[src/rtl/spawn_queue_arbiter.sv]
// Round-robin arbiter sharing one AXI4-Lite master among NREQ single-beat requesters.
// Optional address window/alignment check: define SPAWN_QUEUE_ARBITER_ADDR_CHECK_EN.
module spawn_queue_arbiter #(
  parameter int          NREQ      = 2,
  parameter logic [31:0] ADDR_BASE = 32'h0,
  parameter logic [31:0] ADDR_SIZE = 32'h10000
) (
  input  logic                 clk_i,
  input  logic                 rst_i,
  input  logic [NREQ-1:0]      req_valid_i,
  output logic [NREQ-1:0]      req_ready_o,
  input  logic [NREQ-1:0]      req_we_i,
  input  logic [32*NREQ-1:0]   req_addr_i,
  input  logic [64*NREQ-1:0]   req_wdata_i,
  input  logic [8*NREQ-1:0]    req_wstrb_i,
  output logic [NREQ-1:0]      resp_valid_o,
  output logic [63:0]          resp_rdata_o,
  output logic [1:0]           resp_err_o,
  output logic [31:0]          m_axi_araddr_o,
  output logic [2:0]           m_axi_arprot_o,
  output logic                 m_axi_arvalid_o,
  input  logic                 m_axi_arready_i,
  input  logic [63:0]          m_axi_rdata_i,
  input  logic [1:0]           m_axi_rresp_i,
  input  logic                 m_axi_rvalid_i,
  output logic                 m_axi_rready_o,
  output logic [31:0]          m_axi_awaddr_o,
  output logic [2:0]           m_axi_awprot_o,
  output logic                 m_axi_awvalid_o,
  input  logic                 m_axi_awready_i,
  output logic [63:0]          m_axi_wdata_o,
  output logic [7:0]           m_axi_wstrb_o,
  output logic                 m_axi_wvalid_o,
  input  logic                 m_axi_wready_i,
  input  logic [1:0]           m_axi_bresp_i,
  input  logic                 m_axi_bvalid_i,
  output logic                 m_axi_bready_o
);

  // state     | meaning
  // IDLE      | search for next requester, accept one command
  // RD_ADDR   | AR channel valid
  // RD_DATA   | waiting for R beat
  // WR        | AW and W issued independently
  // WR_RESP   | waiting for B beat
  // DONE      | one-cycle completion strobe to the granted requester
  typedef enum logic [2:0] {S_IDLE, S_RD_ADDR, S_RD_DATA, S_WR, S_WR_RESP, S_DONE} state_t;

  localparam int PW = (NREQ > 1) ? $clog2(NREQ) : 1;

`ifdef SPAWN_QUEUE_ARBITER_ADDR_CHECK_EN
  localparam bit ADDR_CHECK = 1'b1;
`else
  localparam bit ADDR_CHECK = 1'b0;
`endif
  localparam logic [32:0] ADDR_END = {1'b0, ADDR_BASE} + {1'b0, ADDR_SIZE};

  state_t         state_q, state_d;
  logic [PW-1:0]  rr_ptr_q, rr_ptr_d;
  logic [PW-1:0]  grant_q, grant_d;
  logic           we_q, we_d;
  logic [31:0]    addr_q, addr_d;
  logic [63:0]    wdata_q, wdata_d;
  logic [7:0]     wstrb_q, wstrb_d;
  logic [63:0]    rdata_q, rdata_d;
  logic [1:0]     err_q, err_d;
  logic           aw_done_q, aw_done_d;
  logic           w_done_q, w_done_d;

  logic           found;
  logic [PW-1:0]  gnt, idx;
  logic [31:0]    sel_addr;
  logic [63:0]    sel_wdata;
  logic [7:0]     sel_wstrb;
  logic           sel_we;
  logic           addr_bad;
  logic           aw_now, w_now;

  // First valid requester at or after rr_ptr, wrapping.
  always_comb begin
    found = 1'b0;
    gnt   = '0;
    idx   = '0;
    for (int i = 0; i < NREQ; i++) begin
      idx = PW'((int'(rr_ptr_q) + i) % NREQ);
      if (!found && req_valid_i[idx]) begin
        found = 1'b1;
        gnt   = idx;
      end
    end
  end

  assign sel_addr  = req_addr_i[32*int'(gnt) +: 32];
  assign sel_wdata = req_wdata_i[64*int'(gnt) +: 64];
  assign sel_wstrb = req_wstrb_i[8*int'(gnt) +: 8];
  assign sel_we    = req_we_i[gnt];
  assign addr_bad  = ADDR_CHECK && ((sel_addr < ADDR_BASE) || ({1'b0, sel_addr} >= ADDR_END) ||
                                    (sel_addr[2:0] != 3'b000));

  always_comb begin
    state_d         = state_q;
    rr_ptr_d        = rr_ptr_q;
    grant_d         = grant_q;
    we_d            = we_q;
    addr_d          = addr_q;
    wdata_d         = wdata_q;
    wstrb_d         = wstrb_q;
    rdata_d         = rdata_q;
    err_d           = err_q;
    aw_done_d       = aw_done_q;
    w_done_d        = w_done_q;
    aw_now          = 1'b0;
    w_now           = 1'b0;
    req_ready_o     = '0;
    resp_valid_o    = '0;
    m_axi_arvalid_o = 1'b0;
    m_axi_rready_o  = 1'b0;
    m_axi_awvalid_o = 1'b0;
    m_axi_wvalid_o  = 1'b0;
    m_axi_bready_o  = 1'b0;
    case (state_q)
      S_IDLE: begin
        if (found) begin
          req_ready_o[gnt] = 1'b1;
          grant_d  = gnt;
          we_d     = sel_we;
          addr_d   = sel_addr;
          wdata_d  = sel_wdata;
          wstrb_d  = sel_wstrb;
          rdata_d  = '0;
          err_d    = 2'b00;
          rr_ptr_d = PW'((int'(gnt) + 1) % NREQ);
          if (addr_bad) begin
            err_d   = 2'b10;
            state_d = S_DONE;
          end else begin
            state_d = sel_we ? S_WR : S_RD_ADDR;
          end
        end
      end
      S_RD_ADDR: begin
        m_axi_arvalid_o = 1'b1;
        if (m_axi_arready_i) state_d = S_RD_DATA;
      end
      S_RD_DATA: begin
        m_axi_rready_o = 1'b1;
        if (m_axi_rvalid_i) begin
          rdata_d = m_axi_rdata_i;
          err_d   = m_axi_rresp_i;
          state_d = S_DONE;
        end
      end
      S_WR: begin
        m_axi_awvalid_o = !aw_done_q;
        m_axi_wvalid_o  = !w_done_q;
        // A channel whose valid is up completes the moment its ready is seen.
        aw_now = aw_done_q | m_axi_awready_i;
        w_now  = w_done_q | m_axi_wready_i;
        if (aw_now && w_now) begin
          aw_done_d = 1'b0;
          w_done_d  = 1'b0;
          state_d   = S_WR_RESP;
        end else begin
          aw_done_d = aw_now;
          w_done_d  = w_now;
        end
      end
      S_WR_RESP: begin
        m_axi_bready_o = 1'b1;
        if (m_axi_bvalid_i) begin
          err_d   = m_axi_bresp_i;
          state_d = S_DONE;
        end
      end
      S_DONE: begin
        resp_valid_o[grant_q] = 1'b1;
        state_d = S_IDLE;
      end
      default: state_d = S_IDLE;
    endcase
  end

  always_ff @(posedge clk_i) begin
    if (rst_i) begin
      state_q   <= S_IDLE;
      rr_ptr_q  <= '0;
      grant_q   <= '0;
      we_q      <= 1'b0;
      addr_q    <= '0;
      wdata_q   <= '0;
      wstrb_q   <= '0;
      rdata_q   <= '0;
      err_q     <= 2'b00;
      aw_done_q <= 1'b0;
      w_done_q  <= 1'b0;
    end else begin
      state_q   <= state_d;
      rr_ptr_q  <= rr_ptr_d;
      grant_q   <= grant_d;
      we_q      <= we_d;
      addr_q    <= addr_d;
      wdata_q   <= wdata_d;
      wstrb_q   <= wstrb_d;
      rdata_q   <= rdata_d;
      err_q     <= err_d;
      aw_done_q <= aw_done_d;
      w_done_q  <= w_done_d;
    end
  end

  assign resp_rdata_o   = rdata_q;
  assign resp_err_o     = err_q;
  assign m_axi_araddr_o = addr_q;
  assign m_axi_awaddr_o = addr_q;
  assign m_axi_wdata_o  = wdata_q;
  assign m_axi_wstrb_o  = wstrb_q;
  assign m_axi_arprot_o = 3'b000;
  assign m_axi_awprot_o = 3'b000;

endmodule

[config.mk]
export PLATFORM = sky130hd
export DESIGN_NAME = spawn_queue_arbiter
export DESIGN_NICKNAME = d
export VERILOG_FILES = /design/src/rtl/spawn_queue_arbiter.sv
export SDC_FILE = /design/constraint.sdc
export NUM_CORES = 1
export LEC_CHECK = 0
export ABC_AREA = 1
export CORE_AREA = 2 2 196 198
export CTS_BUF_LIST = sky130_fd_sc_hd__clkbuf_4
export DETAILED_ROUTE_END_ITERATION = 12
export DIE_AREA = 0 0 198 200
export RECOVER_POWER = 25
export SYNTH_ARGS = -nofsm -noshare
export SYNTH_HDL_FRONTEND = slang
export SYNTH_SLANG_ARGS = --single-unit
[constraint.sdc]
create_clock -name clk_i -period 1.9 [get_ports clk_i]
set_clock_uncertainty 0.05 [all_clocks]
set_input_delay 0.38 -clock clk_i [delete_from_list [all_inputs] [get_ports clk_i]]
set_output_delay 0.38 -clock clk_i [all_outputs]
set_load 0.01 [all_outputs]
==> reports/summary.md <==
## Setup path
- **delay of the slowest cell on the worst path** 0.39 ns
- **startpoint types** flip-flop
- **Worst Path Arrival** 1.67 ns
- **chain of cells forming the critical path** nor3_4, buf_6, o21ai_4, clkinv_2, nand2_2, inv_2, buf_6
- **slowest library cell on the worst path** dfxtp_4
- **type of the setup path with the least slack** reg2out
- **largest fanout of any net on the critical path** 3
- **crit end category** output port
- **required time of the critical path** 1.47 ns
- **cell type with the highest occurrence count on the critical path** buf_6

## Place
- **global placer's final weighted congestion** 0.850
- **number of placed cells counting well taps** 2138
- **port buffer count** 497
- **total half-perimeter wirelength after legalization and detailed placement** 24800 um

## Logic synthesis
- **Area contributors post-synth** dfxtp_1 (43%), nand2_1 (20%), a21oi_1 (11%), nand3_1 (6.7%), buf_4 (4.0%)
- **adder-cell area share of the yosys netlist** 0%
- **dominant combinational cell family by area after synthesis** simple AND/OR/NAND/NOR gates
- **xor and xnor fraction of the mapped netlist area** 0%
- **Cell Area, Synth** 8200 um2
- **Post-synth EDFFs** 0
- **portion of netlist area occupied by mux cells** 0%
- **post-synthesis simple-gate area fraction** 31.5%
- **share of async-settable or async-resettable flops after synthesis** 0%
- **post-synth top area share** 43.2%
- **cell accounting for the most synthesized area** dfxtp_1
- **proportion of synthesized chip area in sequential cells** 43.2%
- **leading cell types by count after synthesis** nand2_1 (444), dfxtp_1 (177), a21oi_1 (176)
- **number of unique standard cell types used by synthesis** 22
- **Synth Area in Compound Gates** 14.8%
- **Post-Synthesis Cells** 1221
- **register bit total from synthesis** 177
- **Main synth FF type** dfxtp_1
- **Avg Cell Area, Syn** 6.72 um2
- **most common cell in the synthesized netlist** nand2_1
- **Synth Warn #** 0

## Clock network
- **cts bufs inserted** 17
- **buffer levels on the longest clock path** 2
- **clock slew seen by the registers of the worst setup and hold paths** 0.16 ns
- **TritonCTS Sinks** 177
- **clk root buf** clkbuf_4
- **TritonCTS clock tree** yes
- **H-Tree Depth** 4
- **Worst-Skew Late Latency** 0.61 ns

## STA
- **actual slew at the worst max-slew pin** 0.644 ns
- **worst path setup slack after routing** -0.201 ns
- **setup repair after global routing missed its margin** true
- **final clock period utilization by the worst path** 111%
- **final hold viol count** 0
- **total count of max-transition violations in the final report** 0
- **Min Clock Period, post-route** 2.10 ns
- **Max-Slew Margin vs Limit** 57.0%
- **final setup violation count** 42
- **fmax** 476 MHz

## Detailed routing
- **DR WL/cell** 16.0 um
- **number of vias in the routed layout** 9603
- **Starting DRT DRC Count** 427
- **first-pass iteration count of the detailed router** 4
- **post-route DRC violation count** 0
- **ANT nets after route** 0
- **Vias/cell** 4.38
- **detailed-route wire length** 35200 um

## Power
- **Worst VDD drop** 0.000804 V
- **power per cell area** 1190 nW/um2
- **Leak** 6.46 nW
- **Final Total Pwr** 16.3 mW

## Floorplanning
- **Die X** 198 um
- **starting density of the core** 21.9%
- **core area** 37400 um2
- **Die Span Y** 200 um
- **cell row count** 71
- **DIE AREA** 39600 um2
- **IO Count** 504

## Finish
- **NumNets Final** 1954
- **area of the multi-input gates** 3880 um2
- **fill count** 4001
- **filler-free cell count of the finished design** 2193
- **layout cells sized above 1** 8.63%
- **post-synthesis to final-layout area growth** 67.8%
- **flip-flop and latch area** 3580 um2

## Status
- **violated checks** negative setup slack
- **run status** finished, violations left

## Global routing
- **number of antenna violations at the first check in global routing** 4
- **vias in the first global route** 9248
- **overflow left after global routing** 0
- **Overall Global Routing Usage** 16.9%
- **pin count of the biggest net entering global routing** 110
- **first-pass GRT wire length** 51700 um

## Min path
- **Min-Delay Path Class** in2reg

## Run
- **number of maximum-capacitance violations** 0

==> final timing paths <==
kind                      from           endpoint  slack, ns  cells past startpoint
max                 state_q[1]     req_ready_o[0]      -0.20                      7
min             req_valid_i[1]           rr_ptr_q       0.11                      4
max reg2reg         state_q[1]  m_axi_wdata_o[49]      -0.04                      8
min reg2reg  m_axi_wdata_o[50]  m_axi_wdata_o[50]       0.42                      2
==> state kept, by name, indices dropped and copies added, names as in the netlist <==
signal / flops
m_axi_wdata_o: 64
resp_rdata_o: 64
m_axi_wstrb_o: 8
resp_err_o: 2
aw_done_q: 1
rr_ptr_q: 1
m_axi_araddr_o: 32
grant_q: 1
state_q: 3
w_done_q: 1
==> metrics by stage <==
stage	util [%]	hold WS [ns]	setup TNS [ns]	worst slack [ns]	cell area [um2]
5_1_grt	36.8	0.0412	-17.49	-0.370	13800
3_3_place_gp	36.0	0.401	-60.69	-0.460	13500
3_5_place_dp	36.0	0.406	-69.52	-0.519	13500
2_1_floorplan	-	0.395	0	0.313	8220
6_report	36.8	0.113	-1.50	-0.201	13800
4_1_cts	36.7	0.0101	-3.97	-0.310	13700
==> power breakdown <==
group,switching (mW),internal [mW],leakage (nW)
logic,4.86,3.70,4.85
registers,0.636,4.94,1.47
clock network,1.48,0.701,0.143
==> placed cells by master, fill, tap and decap left out, drive strengths merged, types with 2 or more instances in the layout <==
cell	instances
inv	25
nand2	445
o21ai	66
clkbuf	22
nor2	85
buf	67
nor3	2
dlygate4sd2	194
clkinv	7
clkdlybuf4s15	7
clkinvlp	2
nand3	110
dfxtp	177
conb	6
a21oi	176
diode	2
nand4	2
clkdlybuf4s50	284
==> layout make-up <==
cell class	count	share of cell area, %
Timing Repair Buffer	556	38.4
Multi-Input combinational cell	893	28.2
Sequential cell	177	26.0
Tap cell	511	4.65
Clock buffer	19	1.04
Clock inverter	13	0.918
Inverter	22	0.664
Antenna cell	2	0.0364
==> routing by layer <==
metal / routed length (um) / track usage [%]
met1: 14500 / 19.4
met5: 25 / 0
met2: 17200 / 29.9
met4: 790 / 5.49
met3: 2680 / 5.51
==> what timing repair did <==
item                                    in CTS  in global routing
resized for setup                          306                  9
hold buffers                                 0                  0
gates cloned                                 1                  0
pin swaps                                    3                  5
endpoints found under the setup margin     237                168
setup buffers                               16                  5
==> critical path: cells and delay by family (launching register included) <==
family / cells / cell delay, ns
and+or+nand+nor: 2 / 0.29
AOI/OAI and AO/OA: 1 / 0.05
buffers and inverters: 4 / 0.33
DFF: 1 / 0.39
==> kinds of logic after synthesis <==
logic type      Yosys count
buf+inv                 156
other cells               1
simple gates            645
compound gates          242
flops                   177
No activity file was read; power rests on OpenSTA's default activity.
